**src/rtl/qspi_tx_if.sv**
```systemverilog
// Handshake/bus bundle between the QSPI TX shifter, its TX FIFO, the pad drivers
// and the controller that issues transfers.
interface qspi_tx_if #(
    parameter int DATA_WIDTH = 32,
    parameter int CNT_WIDTH  = 16
) ();
    logic                  start;
    logic                  abort;
    logic [1:0]            mode;
    logic [CNT_WIDTH-1:0]  byte_count;
    logic                  fifo_empty;
    logic                  fifo_rd_en;
    logic [DATA_WIDTH-1:0] fifo_rd_data;
    logic [3:0]            io_out;
    logic [3:0]            io_oe;
    logic                  sclk_en;
    logic                  busy;
    logic                  done;
    logic                  underrun;

    modport slave (
        input  start, abort, mode, byte_count, fifo_empty, fifo_rd_data,
        output fifo_rd_en, io_out, io_oe, sclk_en, busy, done, underrun
    );

    modport master (
        output start, abort, mode, byte_count, fifo_empty, fifo_rd_data,
        input  fifo_rd_en, io_out, io_oe, sclk_en, busy, done, underrun
    );
endinterface

```
**src/rtl/qspi_tx_shifter.sv**
```systemverilog
// QSPI transmit serializer: pops 32-bit words from the TX FIFO and shifts them
// MSB first onto 1, 2 or 4 IO lanes, gating sclk to cycles carrying new data.
module qspi_tx_shifter #(
    parameter int DATA_WIDTH = 32,
    parameter int CNT_WIDTH  = 16
) (
    input  logic       clk,
    input  logic       rst_n,   // active-high synchronous reset despite the name
    qspi_tx_if.slave   bus
);
    typedef enum logic [2:0] {IDLE, FETCH, WAIT, SHIFT, DONE} state_e;

    state_e                state_q, state_d;
    logic [DATA_WIDTH-1:0] sr_q, sr_d;
    logic [CNT_WIDTH-1:0]  left_q, left_d;
    logic [5:0]            word_cnt_q, word_cnt_d;
    logic [3:0]            byte_cnt_q, byte_cnt_d;
    logic [1:0]            mode_q, mode_d;
    logic                  underrun_q, underrun_d;

    logic [3:0] cpb;        // shift cycles per byte
    logic [1:0] cpb_log2;
    logic [3:0] oe_mask;
    logic [2:0] nb;         // bytes carried by the word being loaded

    // Lane decode; mode 11 falls through to single.
    always_comb begin
        cpb      = 4'd8;
        cpb_log2 = 2'd3;
        oe_mask  = 4'b0001;
        case (mode_q)
            2'b01: begin cpb = 4'd4; cpb_log2 = 2'd2; oe_mask = 4'b0011; end
            2'b10: begin cpb = 4'd2; cpb_log2 = 2'd1; oe_mask = 4'b1111; end
            default: ;
        endcase
    end

    assign nb = (left_q >= CNT_WIDTH'(4)) ? 3'd4 : left_q[2:0];

    always_comb begin
        state_d    = state_q;
        sr_d       = sr_q;
        left_d     = left_q;
        word_cnt_d = word_cnt_q;
        byte_cnt_d = byte_cnt_q;
        mode_d     = mode_q;
        underrun_d = underrun_q;
        if (bus.abort) begin
            state_d = IDLE;
        end else begin
            case (state_q)
                IDLE: begin
                    if (bus.start) begin
                        mode_d     = bus.mode;
                        left_d     = bus.byte_count;
                        underrun_d = 1'b0;
                        state_d    = (bus.byte_count != '0) ? FETCH : DONE;
                    end
                end
                FETCH: begin
                    if (!bus.fifo_empty) state_d = WAIT;
                    else                 underrun_d = 1'b1;
                end
                WAIT: begin
                    sr_d       = bus.fifo_rd_data;
                    word_cnt_d = 6'(nb) << cpb_log2;
                    byte_cnt_d = cpb;
                    state_d    = SHIFT;
                end
                SHIFT: begin
                    case (mode_q)
                        2'b01:   sr_d = sr_q << 2;
                        2'b10:   sr_d = sr_q << 4;
                        default: sr_d = sr_q << 1;
                    endcase
                    word_cnt_d = word_cnt_q - 6'd1;
                    if (byte_cnt_q == 4'd1) begin
                        byte_cnt_d = cpb;
                        left_d     = (left_q != '0) ? left_q - 1'b1 : '0;
                    end else begin
                        byte_cnt_d = byte_cnt_q - 4'd1;
                    end
                    // Partial last word: stopping here discards its low bytes.
                    if (word_cnt_q == 6'd1)
                        state_d = (left_d != '0) ? FETCH : DONE;
                end
                DONE:    state_d = IDLE;
                default: state_d = IDLE;
            endcase
        end
    end

    always_ff @(posedge clk) begin
        if (rst_n) begin
            state_q    <= IDLE;
            sr_q       <= '0;
            left_q     <= '0;
            word_cnt_q <= '0;
            byte_cnt_q <= '0;
            mode_q     <= '0;
            underrun_q <= 1'b0;
        end else begin
            state_q    <= state_d;
            sr_q       <= sr_d;
            left_q     <= left_d;
            word_cnt_q <= word_cnt_d;
            byte_cnt_q <= byte_cnt_d;
            mode_q     <= mode_d;
            underrun_q <= underrun_d;
        end
    end

    always_comb begin
        bus.fifo_rd_en = (state_q == FETCH) && !bus.fifo_empty;
        bus.io_out     = 4'b0000;
        bus.io_oe      = 4'b0000;
        bus.sclk_en    = 1'b0;
        if (state_q == SHIFT) begin
            bus.sclk_en = 1'b1;
            bus.io_oe   = oe_mask;
            case (mode_q)
                2'b01:   bus.io_out = {2'b00, sr_q[DATA_WIDTH-1 -: 2]};
                2'b10:   bus.io_out = sr_q[DATA_WIDTH-1 -: 4];
                default: bus.io_out = {3'b000, sr_q[DATA_WIDTH-1]};
            endcase
        end
        bus.busy     = (state_q != IDLE);
        bus.done     = (state_q == DONE);
        bus.underrun = underrun_q;
    end
endmodule

```
**src/flat_wrapper.sv**
```systemverilog
// flat-port wrapper written by rule: the top's interface ports become plain ports
module qspi_tx_shifter_flat 
#(
    parameter int DATA_WIDTH = 32,
    parameter int CNT_WIDTH  = 16
)
  (clk, rst_n, bus_start, bus_abort, bus_mode, bus_byte_count, bus_fifo_empty, bus_fifo_rd_data, bus_fifo_rd_en, bus_io_out, bus_io_oe, bus_sclk_en, bus_busy, bus_done, bus_underrun);
  qspi_tx_if #(.DATA_WIDTH(DATA_WIDTH), .CNT_WIDTH(CNT_WIDTH)) bus_i ();
  input  logic clk;
  input  logic rst_n;
  input wire logic [$bits(bus_i.start)-1:0] bus_start;
  input wire logic [$bits(bus_i.abort)-1:0] bus_abort;
  input wire logic [$bits(bus_i.mode)-1:0] bus_mode;
  input wire logic [$bits(bus_i.byte_count)-1:0] bus_byte_count;
  input wire logic [$bits(bus_i.fifo_empty)-1:0] bus_fifo_empty;
  input wire logic [$bits(bus_i.fifo_rd_data)-1:0] bus_fifo_rd_data;
  output wire logic [$bits(bus_i.fifo_rd_en)-1:0] bus_fifo_rd_en;
  output wire logic [$bits(bus_i.io_out)-1:0] bus_io_out;
  output wire logic [$bits(bus_i.io_oe)-1:0] bus_io_oe;
  output wire logic [$bits(bus_i.sclk_en)-1:0] bus_sclk_en;
  output wire logic [$bits(bus_i.busy)-1:0] bus_busy;
  output wire logic [$bits(bus_i.done)-1:0] bus_done;
  output wire logic [$bits(bus_i.underrun)-1:0] bus_underrun;
  assign bus_i.start = bus_start;
  assign bus_i.abort = bus_abort;
  assign bus_i.mode = bus_mode;
  assign bus_i.byte_count = bus_byte_count;
  assign bus_i.fifo_empty = bus_fifo_empty;
  assign bus_i.fifo_rd_data = bus_fifo_rd_data;
  assign bus_fifo_rd_en = bus_i.fifo_rd_en;
  assign bus_io_out = bus_i.io_out;
  assign bus_io_oe = bus_i.io_oe;
  assign bus_sclk_en = bus_i.sclk_en;
  assign bus_busy = bus_i.busy;
  assign bus_done = bus_i.done;
  assign bus_underrun = bus_i.underrun;
  qspi_tx_shifter #(.DATA_WIDTH(DATA_WIDTH), .CNT_WIDTH(CNT_WIDTH)) u_core (.clk(clk), .rst_n(rst_n), .bus(bus_i));
endmodule
```
**config.mk**
```make
export PLATFORM = sky130hd
export DESIGN_NAME = qspi_tx_shifter_flat
export DESIGN_NICKNAME = d
export VERILOG_FILES = /design/src/rtl/qspi_tx_if.sv /design/src/rtl/qspi_tx_shifter.sv /design/src/flat_wrapper.sv
export SDC_FILE = /design/constraint.sdc
export NUM_CORES = 1
export LEC_CHECK = 0
export ABC_CLOCK_PERIOD_IN_PS = 2930
export BUFFER_PORTS_ARGS = -buffer_cell sky130_fd_sc_hd__buf_2
export CAP_MARGIN = 20
export CORE_MARGIN = 5
export CORE_UTILIZATION = 62
export CTS_BUF_LIST = sky130_fd_sc_hd__clkbuf_16
export CTS_CLUSTER_SIZE = 14
export DETAILED_ROUTE_END_ITERATION = 10
export MAX_ROUTING_LAYER = met4
export PLACE_DENSITY = 0.86
export SYNTH_ARGS = -nofsm -noshare
export SYNTH_HDL_FRONTEND = slang
export SYNTH_SLANG_ARGS = --single-unit
```
**constraint.sdc**
```tcl
create_clock -name clk -period 2.93 [get_ports clk]
set_input_delay 0.586 -clock clk [delete_from_list [all_inputs] [get_ports clk]]
set_output_delay 0.586 -clock clk [all_outputs]
set_load 0.02 [all_outputs]
```
==> flow_summary.toml, run 1 <==
[timing]
tns_ns = 0
rsz0062_at_grt = "no"
slew_violations = 0
finalSetupViolations = 0
fmax_ghz = 0.405
min_period_ns = 2.47
fin_worst_skew_ns = 0.00652
maxSlewHeadroom_pct = 53.9
worstMarginPinSlew_ns = 0.691
fin_crit_sh_pct = 84.2
hold_viol_final = 0

[grt]
grt.met2_usage_pct = 42.5
grt_antenna_before_repair = 0
grt_usage_pct = 30.1
grt.busiest_layer = "met2"
grt.met3_usage_pct = 7.64
grt_max_degree = 61
grt_pass1_wl_um = 20600
grtUsageMet1_pct = 41.8
grt_overflow = 0
first_global_vias = 4125

[die]
core_sq_mm = 0.00672
io_pins = 68
die_h_um = 92.6
rows = 30
start_util_pct = 63.0
die_w_um = 92.6
die_area_sq_mm = 0.00857

[power_and_ir_drop]
leakagePower_nw = 1.75
p_sw_w = 0.000635
seqPwrFrac_pct = 37.5
power.total_w = 0.00247
power_frac_comb_pct = 12.1
clock_power_share_pct = 50.4
max-vdd-ir-drop_v = 0.000383
p_int_w = 0.00183
p_per_area_mw_per_mm2 = 503
netSwitchingFraction_pct = 25.7

[worst_setup_path]
start_kind = "register"
cp_max_fo = 42
required_ns = 2.34
worstPathArrival_ns = 1.88
end_kind = "output pin"
path_class = "reg -> out"
r2r_cells = 8

[cts]
cts_tree = "built"
postCtsSetupBuffers = 0
cts.sink_count = 64
cts_buffers = 9
clk_pin_slew_ns = 0.06
cts_buffer_depth = 2
ctsHtreeMaxLevel = 3
insertion_delay_ns = 0.33
hold_buffers = 0
cts_resized = 0
cts_root_buf = "clkbuf_16"

[yosys]
synth_cells = 588
ys_warn_count = 0
ys_types = 57
syn_area_per_cell_sq_um = 7.19
mappedNetlistArea_sq_mm = 0.00423
yosys_register_bits = 64
ys.flop_type = "dfxtp_1"
synthArstFlopShare_pct = 0
syn_nets = 650
synth_edf_count = 0
synth_seq_area_share_pct = 30.3

[detailed_routing]
drt.antenna.violating_nets = 0
drcViolationCount = 0
vias = 4793
wl_per_cell_um = 17.8
wl_um = 12700
viasPerCell = 6.72
drt-initial-drc-count = 570
drtPass1Iterations = 6

[status]
status = "complete, no violations"

[layout]
antenna_cells = 0
n_fill_cell = 535
final_nets = 690
final_area_sq_mm = 0.00491
layout_commonest_cell = "nand2_1"
drive_above_1_share_pct = 17.5
area_delta_synth_final_pct = 16.0
final_cell_mix = "74 x nand2_1, 69 x nor2_1, 67 x buf_2, 64 x dfxtp_1, 50 x o21ai_0"

[place]
gp_congestion = 0.967
hpwl_um = 8610
place_area_sq_mm = 0.00456
io_buffer_count = 67

[hold_path]
hold_depth = 2
hold_path_class = "reg -> reg"

[job]
maxCapViolCount = 0
## worst max-delay path: stages (launching register included)
cell and delay (ns):
dfxtp_1 0.54, nand3b_1 0.24, buf_4 0.33, nor3_1 0.23, buf_2 0.19
## synth_stat cells (3+ instances only)
master / instances / share of area, %
a211oi_1: 6 / 1.1
a21oi_1: 32 / 3.8
a221oi_1: 31 / 6.4
a22oi_1: 34 / 6.0
and3_1: 3 / 0.44
buf_1: 4 / 0.35
buf_2: 5 / 0.59
clkbuf_1: 42 / 3.7
dfxtp_1: 64 / 30
ha_1: 7 / 2.1
inv_1: 13 / 1.2
mux2i_1: 5 / 1.2
nand2_1: 74 / 6.6
nand2b_1: 3 / 0.44
nand3_1: 8 / 0.95
nand3b_1: 5 / 0.89
nand4_1: 6 / 0.89
nor2_1: 69 / 6.1
nor3_1: 41 / 4.9
nor3_2: 3 / 0.71
nor3b_1: 4 / 0.71
nor4_1: 5 / 0.74
nor4_2: 3 / 0.89
o211ai_1: 5 / 0.89
o21ai_0: 50 / 5.9
o22ai_1: 6 / 0.89
o31ai_1: 3 / 0.53
o32ai_1: 3 / 0.62
o41ai_1: 3 / 0.62
or3_1: 9 / 1.3
xor2_1: 6 / 1.2
## registers in the layout, indices dropped and copies added, names as in the netlist
| register | cells |
|---|---|
| u_core.byte_cnt_q | 4 |
| u_core.mode_q | 2 |
| u_core.left_q | 16 |
| u_core.sr_q | 32 |
| u_core.word_cnt_q | 6 |
| u_core.state_q | 3 |
| u_core.bus.underrun | 1 |
## worst paths after layout
check | startpoint | end | slack, ns
max | u_core.state_q[0] | bus_io_out[1] | 0.46
min | u_core.bus.underrun | u_core.bus.underrun | 0.47
max reg2reg | u_core.byte_cnt_q[0] | u_core.state_q[0] | 0.60
min reg2reg | u_core.bus.underrun | u_core.bus.underrun | 0.47
## area by class of cell
cell class | instances | area, sq um | area share [%]
repair buffers | 83 | 455 | 9.28
well taps | 80 | 100 | 2.04
clock inverters | 7 | 120 | 2.45
clock buffers | 9 | 225 | 4.59
multi-input cells | 455 | 2670 | 54.4
flip-flops and latches | 64 | 1280 | 26.1
inverters | 15 | 56.3 | 1.15
## cell families after synthesis
| group | Yosys count | share of synthesized area (%) |
|---|---|---|
| AND/OR/NAND/NOR | 248 | 28.9 |
| AO/OA/AOI/OAI | 189 | 29.7 |
| buffers and inverters | 69 | 6.63 |
| flip-flops | 64 | 30.3 |
| adder cells (fa/ha/maj) | 7 | 2.07 |
| XOR/XNOR | 6 | 1.24 |
| multiplexers | 5 | 1.18 |
## metrics by stage
step / util [%] / hold slack [ns] / instances / setup WS (ns)
floorplan: - / 0.444 / 588 / 0.527
global route: 73.0 / 0.482 / 713 / 0.317
detailed placement: 67.9 / 0.461 / 697 / 0.642
finish: 73.0 / 0.467 / 713 / 0.464
global placement: 67.9 / 0.456 / 697 / 0.690
CTS: 73.0 / 0.469 / 713 / 0.469
## routing by layer
layer	up-vias	part of all wire, %
met5	-	0
met4	0	1.3
met3	16	12
met2	304	44
met1	2205	43
li1	2268	-
## power by group through the flow
stage	clock network, W	registers [W]	logic [W]
global placement	0	0.000941	0.000288
global route	0.00130	0.000929	0.000329
finish	0.00124	0.000925	0.000298
floorplan	0	0.000929	0.000202
detailed placement	0	0.000942	0.000290
CTS	0.00126	0.000924	0.000291
Power figures use the tool's default switching activity.
==> run 2: changes to the inputs <==
--- a/config.mk
+++ b/config.mk
@@ -5,16 +5,17 @@
 export SDC_FILE = /design/constraint.sdc
 export NUM_CORES = 1
 export LEC_CHECK = 0
-export ABC_CLOCK_PERIOD_IN_PS = 2930
+export ABC_AREA = 1
+export ABC_CLOCK_PERIOD_IN_PS = 2300
 export BUFFER_PORTS_ARGS = -buffer_cell sky130_fd_sc_hd__buf_2
 export CAP_MARGIN = 20
 export CORE_MARGIN = 5
-export CORE_UTILIZATION = 62
+export CORE_UTILIZATION = 57
 export CTS_BUF_LIST = sky130_fd_sc_hd__clkbuf_16
 export CTS_CLUSTER_SIZE = 14
 export DETAILED_ROUTE_END_ITERATION = 10
 export MAX_ROUTING_LAYER = met4
-export PLACE_DENSITY = 0.86
+export PLACE_DENSITY = 0.8
 export SYNTH_ARGS = -nofsm -noshare
 export SYNTH_HDL_FRONTEND = slang
 export SYNTH_SLANG_ARGS = --single-unit
==> constraint.sdc (replaced) <==
create_clock -name clk -period 2.3 [get_ports clk]
set_input_delay 0.46 -clock clk [delete_from_list [all_inputs] [get_ports clk]]
set_output_delay 0.46 -clock clk [all_outputs]
set_load 0.02 [all_outputs]
==> run 2 against run 1 <==
  * Utilization down 4.8 points
  * Via count fell by 0.73%
  * Clock power is 11% higher
  * Die area increased by 8.1%
  * Flip-flop and latch count unchanged
  * Sequential power is 28% higher
  * Largest power group unchanged
  * Combinational power is 69% higher
  * Clock skew up 0.0014 ns
  * Final cell count grew 10%
==> flow_summary.toml, run 2 <==
[status]
status = "complete, no violations"

[die]
io_pins = 68
die_h_um = 96.3
core_sq_mm = 0.00725
start_util_pct = 58.5
die_area_sq_mm = 0.00927
die_w_um = 96.3
rows = 31

[detailed_routing]
vias = 4758
wl_um = 12100
drt-initial-drc-count = 348
drt.antenna.violating_nets = 0
viasPerCell = 6.06
drtPass1Iterations = 5
drcViolationCount = 0
wl_per_cell_um = 15.4

[worst_setup_path]
start_kind = "register"
r2r_cells = 14
end_kind = "output pin"
path_class = "reg -> out"
crit_start = "u_core.state_q[1]"
cp_max_fo = 16
worstPathArrival_ns = 1.68
r2r_start = "u_core.left_q[1]"
r2r_slack_ns = 0.21
r2r_end = "u_core.state_q[0]"
required_ns = 1.84

[layout]
layout_commonest_cell = "a21oi_1"
largest_register_ffs = 32
n_fill_cell = 650
final_nets = 743
final_cells = 785
final_area_sq_mm = 0.00495
final_cell_mix = "93 x a21oi_1, 83 x inv_1, 79 x nand2_1, 67 x buf_2, 64 x dfxtp_1"
drive_above_1_share_pct = 17.5
regMostFlops = "u_core.sr_q"
top_regs = "u_core.sr_q x32, u_core.left_q x16, u_core.word_cnt_q x6"
regArea_sq_mm = 0.00128
antenna_cells = 0
multi_input_area_sq_mm = 0.00246
area_delta_synth_final_pct = 16.7

[timing]
finalSetupViolations = 0
hold_viol_final = 0
fmax_ghz = 0.468
slew_violations = 0
fin_worst_skew_ns = 0.00788
fin_crit_sh_pct = 92.9
maxSlewHeadroom_pct = 67.5
min_period_ns = 2.14
whs_ns = 0.411
worstMarginPinSlew_ns = 0.488

[grt]
grt_overflow = 0
grt_max_degree = 68
grt_usage_pct = 27.4
grt_antenna_before_repair = 0
grt_pass1_wl_um = 19700
first_global_vias = 4278

[cts]
hold_buffers = 0
cts_buffer_depth = 2
insertion_delay_ns = 0.33
cts_root_buf = "clkbuf_16"
cts.sink_count = 64
ctsHtreeMaxLevel = 3
cts_buffers = 9
cts_tree = "built"
clk_pin_slew_ns = 0.05

[job]
maxCapViolCount = 0

[yosys]
ys_top_cells_by_area = "dfxtp_1 30%, a21oi_1 11%, a221oi_1 9.9%, inv_1 7.4%, nand2_1 7.1%"
mappedNetlistArea_sq_mm = 0.00424
syn_nets = 695
synth_top_area_share_pct = 30.2
synth_seq_area_share_pct = 30.2
ys_warn_count = 0
synth_most_common_cell = "a21oi_1"
synthArstFlopShare_pct = 0
synth_edf_count = 0
synth_cells = 633
yosys_register_bits = 64
ys.flop_type = "dfxtp_1"
synthTopCellsByCount = "93 x a21oi_1, 84 x inv_1, 80 x nand2_1, 64 x dfxtp_1"
yosysTopAreaCell = "dfxtp_1"
syn_area_per_cell_sq_um = 6.70
ys_types = 39

[power_and_ir_drop]
leakagePower_nw = 1.95
max-vdd-ir-drop_v = 0.000430
p_per_area_mw_per_mm2 = 618

[place]
io_buffer_count = 67
place_area_sq_mm = 0.00463
hpwl_um = 8390
place_inst = 768
gp_congestion = 0.879

[hold_path]
hold_depth = 3
hold_path_class = "in -> reg"
min_to = "u_core.mode_q[0]"
hp-start = "bus_mode[0]"
-- run 2: cell types whose count changed after synthesis, sizes merged, moves of 6 or more --
cell and delta:
a21oi +61, a221oi +17, a22oi -33, clkbuf -9
inv +72, nand2 +8, nand3 +21, nand4 +10
nor2 -17, nor3 -39, nor4 -6, o22ai +24
or3 -10
-- run 2: cells by family (layout without fill, tap and decap cells) --
kind of cell | count (synthesis) | after routing | share of synthesized area [%]
adders and majority gates | 7 | 7 | 2.06
AOI/OAI and AO/OA | 236 | 236 | 34.0
xor gates and xnor gates | 3 | 3 | 0.619
DFF | 64 | 64 | 30.2
buffers and inverters | 132 | 185 | 12.2
and+or+nand+nor | 191 | 191 | 20.9
-- run 2: power by group --
part           switching (W)  total (W)  leakage, nW  internal (W)
Sequential         0.0000308    0.00118        0.520       0.00115
Clock               0.000542    0.00138        0.139      0.000839
Combinational       0.000347   0.000503         1.29      0.000156
Total               0.000919    0.00306         1.95       0.00214
-- run 2: timing repair --
| item | CTS | global route |
|---|---|---|
| setup buffers | 0 | 1 |
| gates resized for setup | 0 | 5 |
| setup endpoints to repair | 0 | 3 |
-- run 2: routing by layer --
metal  vias up  share of wire (%)  GRT usage [%]  wire, um
met4         0                2.5           13.5       302
met5         -                  0              -         0
met3        29                7.1           3.99       863
met2       221                 46           41.7      5620
li1       2357                  -              -         -
met1      2151                 44           35.6      5340
-- run 2: worst max path at each step --
stage | to | slack [ns] | depth (start not counted)
3_5_place_dp | u_core.state_q[0] | 0.16 | 15
5_1_grt | bus_io_out[0] | -0.01 | 6
4_1_cts | bus_io_out[0] | 0.11 | 6
2_1_floorplan | bus_io_out[0] | 0.17 | 6
3_3_place_gp | u_core.state_q[0] | 0.25 | 15
6_report | bus_io_out[0] | 0.16 | 6
-- run 2: through the flow --
stage / setup slack (ns) / util, % / total power (W) / TNS (ns)
2_1_floorplan: 0.173 / - / 0.00153 / 0
3_3_place_gp: 0.255 / 63.8 / 0.00168 / 0
3_5_place_dp: 0.163 / 63.8 / 0.00168 / 0
4_1_cts: 0.108 / 67.9 / 0.00305 / 0
5_1_grt: -0.0105 / 68.3 / 0.00317 / -0.0105
6_report: 0.163 / 68.3 / 0.00306 / 0
-- run 2: final cells by class --
type	count	area share [%]
Timing Repair Buffer	82	9.30
Clock buffer	9	4.55
Sequential cell	64	25.9
Tap cell	99	2.50
Inverter	87	6.60
Multi-Input combinational cell	437	49.7
Clock inverter	7	1.44
-- run 2: worst max-delay path: stages, from the launching register on --
cell,delay (ns)
dfxtp_1,0.34
inv_1,0.07
nor2_2,0.15
nand2_2,0.14
buf_4,0.22
a211oi_1,0.22
buf_2,0.20
==> run 3: changes to the inputs <==
==> constraint.sdc (replaced) <==
create_clock -name clk -period 2.3 [get_ports clk]
set_input_delay 0.115 -clock clk [delete_from_list [all_inputs] [get_ports clk]]
set_output_delay 0.115 -clock clk [all_outputs]
set_load 0.02 [all_outputs]
==> run 3 against run 2 <==
  * Non-clock buffer count down 2
  * Cell area increased by 0.28%
  * Clock power up 10%
  * Critical path depth is the same
  * Clock-buffer cell count unchanged
  * Sequential power hardly changed
  * Routed wire length down 0.55%
  * Flip-flop and latch count is the same
  * Utilization grew 0.19 points
  * Critical endpoint unchanged
  * Largest cell class unchanged
==> flow_summary.toml, run 3 (same netlist as run 2, synthesis figures left out) <==
[status]
status = "complete, no violations"

[grt]
grt_usage_pct = 27.7
grt_pass1_wl_um = 20000
grt_antenna_before_repair = 0
grt_max_degree = 68
first_global_vias = 4274
grt_overflow = 0

[cts]
cts_tree = "built"
clk_pin_slew_ns = 0.06
cts_buffers = 9
postCtsSetupBuffers = 0
hold_buffers = 0
cts_root_buf = "clkbuf_16"
cts_buffer_depth = 2
cts.sink_count = 64
ctsHtreeMaxLevel = 3
insertion_delay_ns = 0.33
cts_resized = 0

[detailed_routing]
wl_um = 12100
viasPerCell = 6.07
vias = 4753
wl_per_cell_um = 15.4
drt.antenna.violating_nets = 0
drcViolationCount = 0
drt-initial-drc-count = 384
drtPass1Iterations = 5

[place]
dp_slack_ns = 0.183
hpwl_um = 8370
place_area_sq_mm = 0.00462
io_buffer_count = 67
gp_congestion = 0.929

[timing]
slew_violations = 0
hold_viol_final = 0
fin_worst_skew_ns = 0.00730
whs_ns = 0.0681
fin_crit_sh_pct = 91.1
finalSetupViolations = 0
fmax_ghz = 0.477
min_period_ns = 2.09
maxSlewHeadroom_pct = 59.9
worst_slack_ns = 0.205
worstMarginPinSlew_ns = 0.601

[layout]
final_nets = 741
antenna_cells = 0
area_delta_synth_final_pct = 17.0
regMostFlops = "u_core.sr_q"
final_util_pct = 68.4
top_regs = "u_core.sr_q x32, u_core.left_q x16, u_core.word_cnt_q x6"
drive_above_1_share_pct = 17.1
final_cell_mix = "93 x a21oi_1, 84 x inv_1, 79 x nand2_1, 67 x buf_2, 64 x dfxtp_1"
largest_register_ffs = 32
layout_commonest_cell = "a21oi_1"
final_area_sq_mm = 0.00496

[die]
die_area_sq_mm = 0.00927
die_w_um = 96.3
die_h_um = 96.3
io_pins = 68
core_sq_mm = 0.00725
rows = 31
start_util_pct = 58.5

[worst_setup_path]
crit_slowest_cell = "dfxtp_1"
worstPathArrival_ns = 1.98
crit_path_cell_trace = "inv_1 -> nor2_1 -> nand2_2 -> buf_4 -> a211oi_1 -> buf_2"
start_kind = "register"
cp_max_fo = 22
required_ns = 2.18
critPathBufInv = 3
path_class = "reg -> out"
path_delay_family = "buffers and inverters"
end_kind = "output pin"
slowest_delay_ns = 0.35

[power_and_ir_drop]
power_frac_comb_pct = 15.6
power.total_w = 0.00319
p_per_area_mw_per_mm2 = 643
p_int_w = 0.00227
max-vdd-ir-drop_v = 0.000432
netSwitchingFraction_pct = 29.0
clock_power_share_pct = 47.5
seqPwrFrac_pct = 36.9
leakagePower_nw = 1.97
p_sw_w = 0.000926

[job]
maxCapViolCount = 0

[hold_path]
hold_path_class = "in -> reg"
## run 3: final cells by class
class / count / area (sq um)
timing repair buffer: 80 / 445
multi-input combinational: 437 / 2460
inverter: 87 / 327
clock buffer: 9 / 225
fill: 671 / 2290
tap: 99 / 124
clock inverter: 7 / 103
sequential: 64 / 1280
## run 3: worst paths after layout
kind | slack, ns | from | depth (start not counted) | endpoint
worst max register to register | 0.21 | u_core.byte_cnt_q[1] | 15 | u_core.state_q[0]
worst min register to register | 0.47 | u_core.bus.underrun | 2 | u_core.bus.underrun
worst max-delay path | 0.21 | u_core.state_q[1] | 6 | bus_io_out[0]
worst min-delay path | 0.07 | bus_mode[0] | 3 | u_core.mode_q[0]
## run 3: worst min-delay path, cell delays in order
cell and delay, ns:
buf_2 0.07, o21ai_0 0.07, a21oi_1 0.11
## run 3: per-layer routing
metal,routed length (um),share of wire [%],track usage [%],vias to the layer above
li1,-,-,-,2342
met1,5480,45,37.2,2203
met2,5590,46,42.6,183
met3,732,6.1,3.67,25
met4,259,2.1,9.83,0
met5,0,0,-,-
## run 3: stage by stage
| stage | cells | setup TNS [ns] |
|---|---|---|
| finish | 783 | 0 |
| global route | 783 | -0.00351 |
| CTS | 783 | 0 |
| detailed placement | 767 | 0 |
| global placement | 767 | 0 |
| floorplan | 633 | 0 |
## run 3: power by group through the flow
stage | registers (W) | clock network (W) | logic [W]
finish | 0.00118 | 0.00152 | 0.000498
global route | 0.00118 | 0.00159 | 0.000557
CTS | 0.00118 | 0.00153 | 0.000487
detailed placement | 0.00120 | 0 | 0.000482
global placement | 0.00120 | 0 | 0.000478
floorplan | 0.00119 | 0 | 0.000343
